### src/rtl/icache_direct.sv
// Direct-mapped, one-word-per-block, read-only instruction cache.
// Hits answer in the same cycle; a miss runs one blocking fill from the memory controller.
module icache_direct #(
  parameter int SETS = 16
) (
  input  logic        CLK,
  input  logic        nRST,
  input  logic        imemREN,
  input  logic [31:0] imemaddr,
  output logic        ihit,
  output logic [31:0] imemload,
  output logic        iREN,
  output logic [31:0] iaddr,
  input  logic        iwait,
  input  logic [31:0] iload,
  output logic        dbg_fill
);

  localparam int IDX_W = $clog2(SETS);
  localparam int TAG_W = 30 - IDX_W;

  typedef enum logic {IDLE = 1'b0, FILL = 1'b1} state_t;

  state_t            state;
  logic [SETS-1:0]   valid;
  logic [TAG_W-1:0]  tags [SETS];
  logic [31:0]       data [SETS];
  logic [29:0]       miss_word;

  logic [IDX_W-1:0]  req_idx;
  logic [TAG_W-1:0]  req_tag;
  logic [IDX_W-1:0]  fill_idx;
  logic [TAG_W-1:0]  fill_tag;
  logic              hit;
  logic              fill_done;
  logic              unused_bits;

  assign req_idx   = imemaddr[IDX_W+1:2];
  assign req_tag   = imemaddr[31:IDX_W+2];
  assign fill_idx  = miss_word[IDX_W-1:0];
  assign fill_tag  = miss_word[29:IDX_W];
  assign unused_bits = ^imemaddr[1:0];

  assign hit       = imemREN && (state == IDLE) && valid[req_idx] && (tags[req_idx] == req_tag);
  assign fill_done = (state == FILL) && !iwait;

  assign ihit     = hit;
  assign imemload = hit ? data[req_idx] : 32'h0;
  assign dbg_fill = (state == FILL);

  // Handshake to the controller: iREN holds high for the whole fill with iaddr stable;
  // iload is taken on the first edge where iREN=1 and iwait=0, then iREN drops.
  always_ff @(posedge CLK or negedge nRST) begin
    if (!nRST) begin
      state     <= IDLE;
      valid     <= '0;
      miss_word <= '0;
      iREN      <= 1'b0;
      iaddr     <= 32'h0;
    end else begin
      case (state)
        IDLE: begin
          if (imemREN && !hit) begin
            miss_word <= imemaddr[31:2];
            iREN      <= 1'b1;
            iaddr     <= {imemaddr[31:2], 2'b00};
            state     <= FILL;
          end
        end
        FILL: begin
          if (!iwait) begin
            valid[fill_idx] <= 1'b1;
            iREN            <= 1'b0;
            iaddr           <= 32'h0;
            state           <= IDLE;
          end
        end
        default: state <= IDLE;
      endcase
    end
  end

  // Tag/data arrays carry no reset; the valid vector alone decides whether a frame is usable.
  always_ff @(posedge CLK) begin
    if (fill_done) begin
      tags[fill_idx] <= fill_tag;
      data[fill_idx] <= iload;
    end
  end

endmodule

### config.mk
export PLATFORM = sky130hd
export DESIGN_NAME = icache_direct
export DESIGN_NICKNAME = d
export VERILOG_FILES = /design/src/rtl/icache_direct.sv
export SDC_FILE = /design/constraint.sdc
export NUM_CORES = 1
export LEC_CHECK = 0
export ABC_AREA = 1
export CORE_MARGIN = 2
export CORE_UTILIZATION = 60
export CTS_BUF_LIST = sky130_fd_sc_hd__clkbuf_4 sky130_fd_sc_hd__clkbuf_8 sky130_fd_sc_hd__clkbuf_16
export CTS_CLUSTER_SIZE = 40
export DETAILED_ROUTE_END_ITERATION = 12
export HOLD_SLACK_MARGIN = 0.05
export PLACE_DENSITY_LB_ADDON = 0.15
export REMOVE_ABC_BUFFERS = 1
export SLEW_MARGIN = 20
export SYNTH_ARGS = -nofsm -noshare
export SYNTH_HDL_FRONTEND = slang
export SYNTH_SLANG_ARGS = --single-unit
### constraint.sdc
create_clock -name CLK -period 4.45 [get_ports CLK]
set_input_delay 0.445 -clock CLK [delete_from_list [all_inputs] [get_ports CLK]]
set_output_delay 0.445 -clock CLK [all_outputs]
set_load 0.1 [all_outputs]
==> report_table.html <==
<table>
<tr><th>Metric</th><th>Value</th></tr>
<tr><th colspan="2">Timing</th></tr>
<tr><td>Setup TNS Final</td><td>0 ns</td></tr>
<tr><td>Period Utilization, post-route</td><td>0.926</td></tr>
<tr><td>Clock skew after layout</td><td>about 0.026 ns</td></tr>
<tr><td>RSZ-0062 raised after global routing</td><td>false</td></tr>
<tr><td>Peak clock frequency supported by timing</td><td>roughly 240 MHz</td></tr>
<tr><td>Final-report max-slew violation count</td><td>0</td></tr>
<tr><td>Worst max-slew margin expressed relative to the limit</td><td>0.275</td></tr>
<tr><td>Fin crit period</td><td>4.12 ns</td></tr>
<tr><td>Hold violation count in the final report</td><td>0</td></tr>
<tr><td>Worst Max-Slew Pin Slew</td><td>between 1 and 1.5 ns</td></tr>
<tr><td>Setup violation total in the final timing report</td><td>0</td></tr>
<tr><td>Worst-case setup margin in the final layout</td><td>roughly 0.33 ns</td></tr>
<tr><th colspan="2">Worst setup path</th></tr>
<tr><td>Largest stage delay on the critical path</td><td>about 0.33 ns</td></tr>
<tr><td>Worst R2R Start</td><td>tags[8][15]</td></tr>
<tr><td>R2r endpoint</td><td>iaddr[10]</td></tr>
<tr><td>Cell-by-cell trace of the critical path</td><td>buf_8, clkinv_8, buf_12, nand2_1, nand3_1, nand3_1, nand3_1, nand2_1, nor2_1, nor2_1, nand2_1, nor2_1, nand3_2, buf_12, buf_4, nor4_1, buf_4, buf_12</td></tr>
<tr><td>Worst path required time</td><td>about 4 ns</td></tr>
<tr><td>Bufs and invs on worst path</td><td>7</td></tr>
<tr><td>Crit end category</td><td>output port</td></tr>
<tr><td>Maximum fanout along the worst path</td><td>just under 60</td></tr>
<tr><td>Kind of start point of the critical path</td><td>input pin</td></tr>
<tr><td>Crit path max-delay cell type</td><td>nor4_1</td></tr>
<tr><td>Category of the most critical setup path</td><td>in -&gt; out</td></tr>
<tr><td>FF-to-FF setup slack</td><td>~1.4 ns</td></tr>
<tr><td>Worst endpoint data arrival time</td><td>around 3.7 ns</td></tr>
<tr><td>Worst Setup SP</td><td>imemaddr[2]</td></tr>
<tr><td>Depth of the worst register-to-register path</td><td>15</td></tr>
<tr><td>Kind of cell adding the most delay to the critical path</td><td>buffers and inverters</td></tr>
<tr><th colspan="2">Power</th></tr>
<tr><td>Power density of the placed cells</td><td>~450 nW/µm²</td></tr>
<tr><td>Worst ir drop on vdd</td><td>0.000318 V</td></tr>
<tr><td>Leakage power summed over all cells</td><td>around 0.018 µW</td></tr>
<tr><td>Final Power</td><td>around 21000 µW</td></tr>
<tr><th colspan="2">Die</th></tr>
<tr><td>Die footprint</td><td>69600 µm²</td></tr>
<tr><td>Y dimension of the die</td><td>approximately 260 µm</td></tr>
<tr><td>Effective utilization at floorplan</td><td>0.604</td></tr>
<tr><td>Floorplan row count</td><td>between 90 and 100</td></tr>
<tr><td>Die boundary width</td><td>between 200 and 300 µm</td></tr>
<tr><td>Placeable core region</td><td>~67000 µm²</td></tr>
<tr><td>I/O pin count</td><td>135</td></tr>
<tr><th colspan="2">Yosys</th></tr>
<tr><td>Main flop type after synthesis</td><td>edfxtp_1</td></tr>
<tr><td>Fraction of post-synthesis cell area in the top cell type by area</td><td>0.688</td></tr>
<tr><td>Synthesized cell area</td><td>40500 µm²</td></tr>
<tr><td>Cell types occupying the most area after synthesis</td><td>edfxtp_1 69%, nand2_1 9.7%, dfrtp_1 4.8%</td></tr>
<tr><td>Count of flip-flops with a built-in enable after synthesis</td><td>around 930</td></tr>
<tr><td>Synth async-reset ratio</td><td>0.0775</td></tr>
<tr><td>Warning count from the yosys run</td><td>0</td></tr>
<tr><td>Avg Cell Area, Syn</td><td>roughly 12 µm²</td></tr>
<tr><td>Cell count after synthesis</td><td>3388</td></tr>
<tr><td>Sequential-to-total area share from yosys stat</td><td>0.736</td></tr>
<tr><td>Post-synthesis cell type with the largest combined area</td><td>edfxtp_1</td></tr>
<tr><td>Yosys reg bits</td><td>approximately 1000</td></tr>
<tr><td>Number of different library cells in the post-synthesis netlist</td><td>31</td></tr>
<tr><th colspan="2">Layout</th></tr>
<tr><td>Number of filler cells placed in the layout</td><td>4562</td></tr>
<tr><td>Synthesis-to-finish area growth</td><td>16.0%</td></tr>
<tr><td>Net total in the final layout</td><td>between 3000 and 4000</td></tr>
<tr><td>Number of standard cells in the layout, taps in and fillers out</td><td>4478</td></tr>
<tr><td>Top library cells by usage in the layout, fill and taps aside</td><td>1051 x nand2_1, 928 x edfxtp_1, 303 x nand3_1, 230 x a21oi_1, 170 x inv_1</td></tr>
<tr><td>Most frequent standard cell in the layout excluding fill and tap cells</td><td>nand2_1</td></tr>
<tr><td>Share of cells above drive strength 1</td><td>0.0955</td></tr>
<tr><th colspan="2">Drt</th></tr>
<tr><td>Vias per Instance</td><td>between 6 and 7</td></tr>
<tr><td>Total vias in the final route</td><td>27400</td></tr>
<tr><td>DR pass1 iterations</td><td>5</td></tr>
<tr><td>Drt drc</td><td>0</td></tr>
<tr><td>Overall routed net length</td><td>~100000 µm</td></tr>
<tr><td>Antenna violation net count after detailed routing</td><td>0</td></tr>
<tr><td>Routed length per placed instance</td><td>about 23 µm</td></tr>
<tr><td>Drt initial violations</td><td>3217</td></tr>
<tr><th colspan="2">Global route</th></tr>
<tr><td>Vias in the first global route</td><td>approximately 27000</td></tr>
<tr><td>Number of antenna violations at the first check in global routing</td><td>3</td></tr>
<tr><td>Maximum number of pins on one net before global-route repair</td><td>121</td></tr>
<tr><td>Global-route wire length before repair</td><td>157000 µm</td></tr>
<tr><td>Total overflow reported by the global router</td><td>0</td></tr>
<tr><td>Global Route Usage Sum</td><td>0.298</td></tr>
<tr><th colspan="2">Hold path</th></tr>
<tr><td>Hold path depth</td><td>3</td></tr>
<tr><td>Path class of the lowest-slack min-delay path</td><td>in -&gt; reg</td></tr>
<tr><td>Hold path start</td><td>iwait</td></tr>
<tr><td>Hold endpoint</td><td>dbg_fill</td></tr>
<tr><th colspan="2">CTS</th></tr>
<tr><td>TritonCTS clock tree</td><td>built</td></tr>
<tr><td>Maximum count of clock buffers along a single path</td><td>3</td></tr>
<tr><td>Maximum level of the CTS H-tree</td><td>3</td></tr>
<tr><td>Buffer count from post-CTS setup fixing</td><td>0</td></tr>
<tr><td>Buffer type at the clock tree root</td><td>clkbuf_16</td></tr>
<tr><td>Number of clock sinks seen by CTS</td><td>between 1000 and 1500</td></tr>
<tr><td>CTS Buf Count</td><td>100</td></tr>
<tr><td>Clock-pin transition on the worst setup and hold timing paths</td><td>0.06 ns</td></tr>
<tr><td>Worst-skew pair later-pin latency</td><td>approximately 0.66 ns</td></tr>
<tr><th colspan="2">Placed design</th></tr>
<tr><td>Detailed-placement wirelength estimate</td><td>around 52000 µm</td></tr>
<tr><td>Instance count after placement with tap cells included</td><td>between 4000 and 5000</td></tr>
<tr><td>Worst setup slack after placement</td><td>just over 0.4 ns</td></tr>
<tr><td>Final GP Congestion</td><td>~0.79</td></tr>
<tr><td>PortBufs</td><td>130</td></tr>
<tr><th colspan="2">Status</th></tr>
<tr><td>Status</td><td>finished clean</td></tr>
<tr><th colspan="2">Flow run</th></tr>
<tr><td>Number of max-capacitance violations reported</td><td>0</td></tr>
</table>
[cell families (layout without fill, tap and decap cells)]
family,after synthesis,in the layout,share of synthesized area
compound gates,439,439,0.0675
simple gates,1553,1553,0.157
buf+inv,389,603,0.0394
other cells,1,4,0.0000926
flops,1006,1006,0.736
[through the flow]
stage / cell area [µm²] / util / hold slack (ns)
after floorplan: 39600 / - / 0.149
after global placement: 43700 / 0.652 / 0.439
after detailed placement: 43700 / 0.652 / 0.448
after CTS: 47000 / 0.701 / 0.367
after global routing: 47000 / 0.701 / 0.399
final: 47000 / 0.701 / 0.382
[tightest hold or removal path, delay by kind of cell]
| kind | cells | cell delay, ns |
|---|---|---|
| buf+inv | 1 | 0.42 |
| simple gates | 2 | 0.13 |
[power breakdown]
| part | internal (µW) | switching, µW | leakage (µW) |
|---|---|---|---|
| combinational | 488 | 1390 | 0.00664 |
| sequential | 10800 | 303 | 0.00931 |
| clock | 4810 | 3480 | 0.00164 |
| total | 16100 | 5170 | 0.0176 |
[sequential cells by signal (all words and copies together), names as in the netlist]
| name | flops |
|---|---|
| tags | 416 |
| iREN | 1 |
| dbg_fill | 1 |
| iaddr | 30 |
| miss_word | 30 |
| valid | 16 |
| data | 512 |
[worst max path at each step]
stage	end	slack, ns	depth (start not counted)
after floorplan	imemload[0]	-3.19	9
after global placement	iaddr[10]	0.40	19
after detailed placement	imemload[14]	0.41	18
after CTS	imemload[30]	0.36	18
after global routing	imemload[14]	0.14	18
final	imemload[14]	0.33	18
[synthesized netlist by cell type, types with 3 or more instances]
| cell type | count |
|---|---|
| dfrtp_1 | 78 |
| nor2_1 | 127 |
| o21ai_1 | 5 |
| nand3b_1 | 3 |
| nand3_1 | 303 |
| a31oi_1 | 9 |
| buf_1 | 37 |
| inv_1 | 171 |
| a32o_1 | 6 |
| nor3_1 | 31 |
| clkbuf_1 | 100 |
| buf_4 | 11 |
| a211oi_1 | 6 |
| buf_2 | 66 |
| o21ai_0 | 54 |
| a221oi_1 | 80 |
| o211ai_1 | 21 |
| a221o_1 | 9 |
| nor4_1 | 32 |
| nand2_1 | 1052 |
| a21oi_1 | 230 |
| a311oi_1 | 18 |
| edfxtp_1 | 928 |
| or2_2 | 4 |
[repair_timing]
action,in CTS,in global routing
gates resized for setup,0,0
hold endpoints to repair,45,0
hold buffers,1,0
[layout make-up]
| cell class | instances | area (µm²) | share of cell area |
|---|---|---|---|
| antenna | 2 | 5.00 | 0.000107 |
| clock buffer | 127 | 2730 | 0.0581 |
| clock inverter | 61 | 519 | 0.0111 |
| inverter | 174 | 676 | 0.0144 |
| multi-input combinational | 1994 | 9230 | 0.196 |
| sequential | 1006 | 29800 | 0.635 |
| tap | 873 | 1090 | 0.0233 |
| timing repair buffer | 241 | 2910 | 0.0620 |
[layer usage]
layer / GRT usage / up-vias / share of wire
met4: 0.107 / 4 / 0.029
met1: 0.400 / 13500 / 0.38
met5: 0 / - / 0.00026
li1: - / 12200 / -
met2: 0.496 / 1448 / 0.49
met3: 0.0510 / 248 / 0.094
Power figures use the tool's default switching activity.
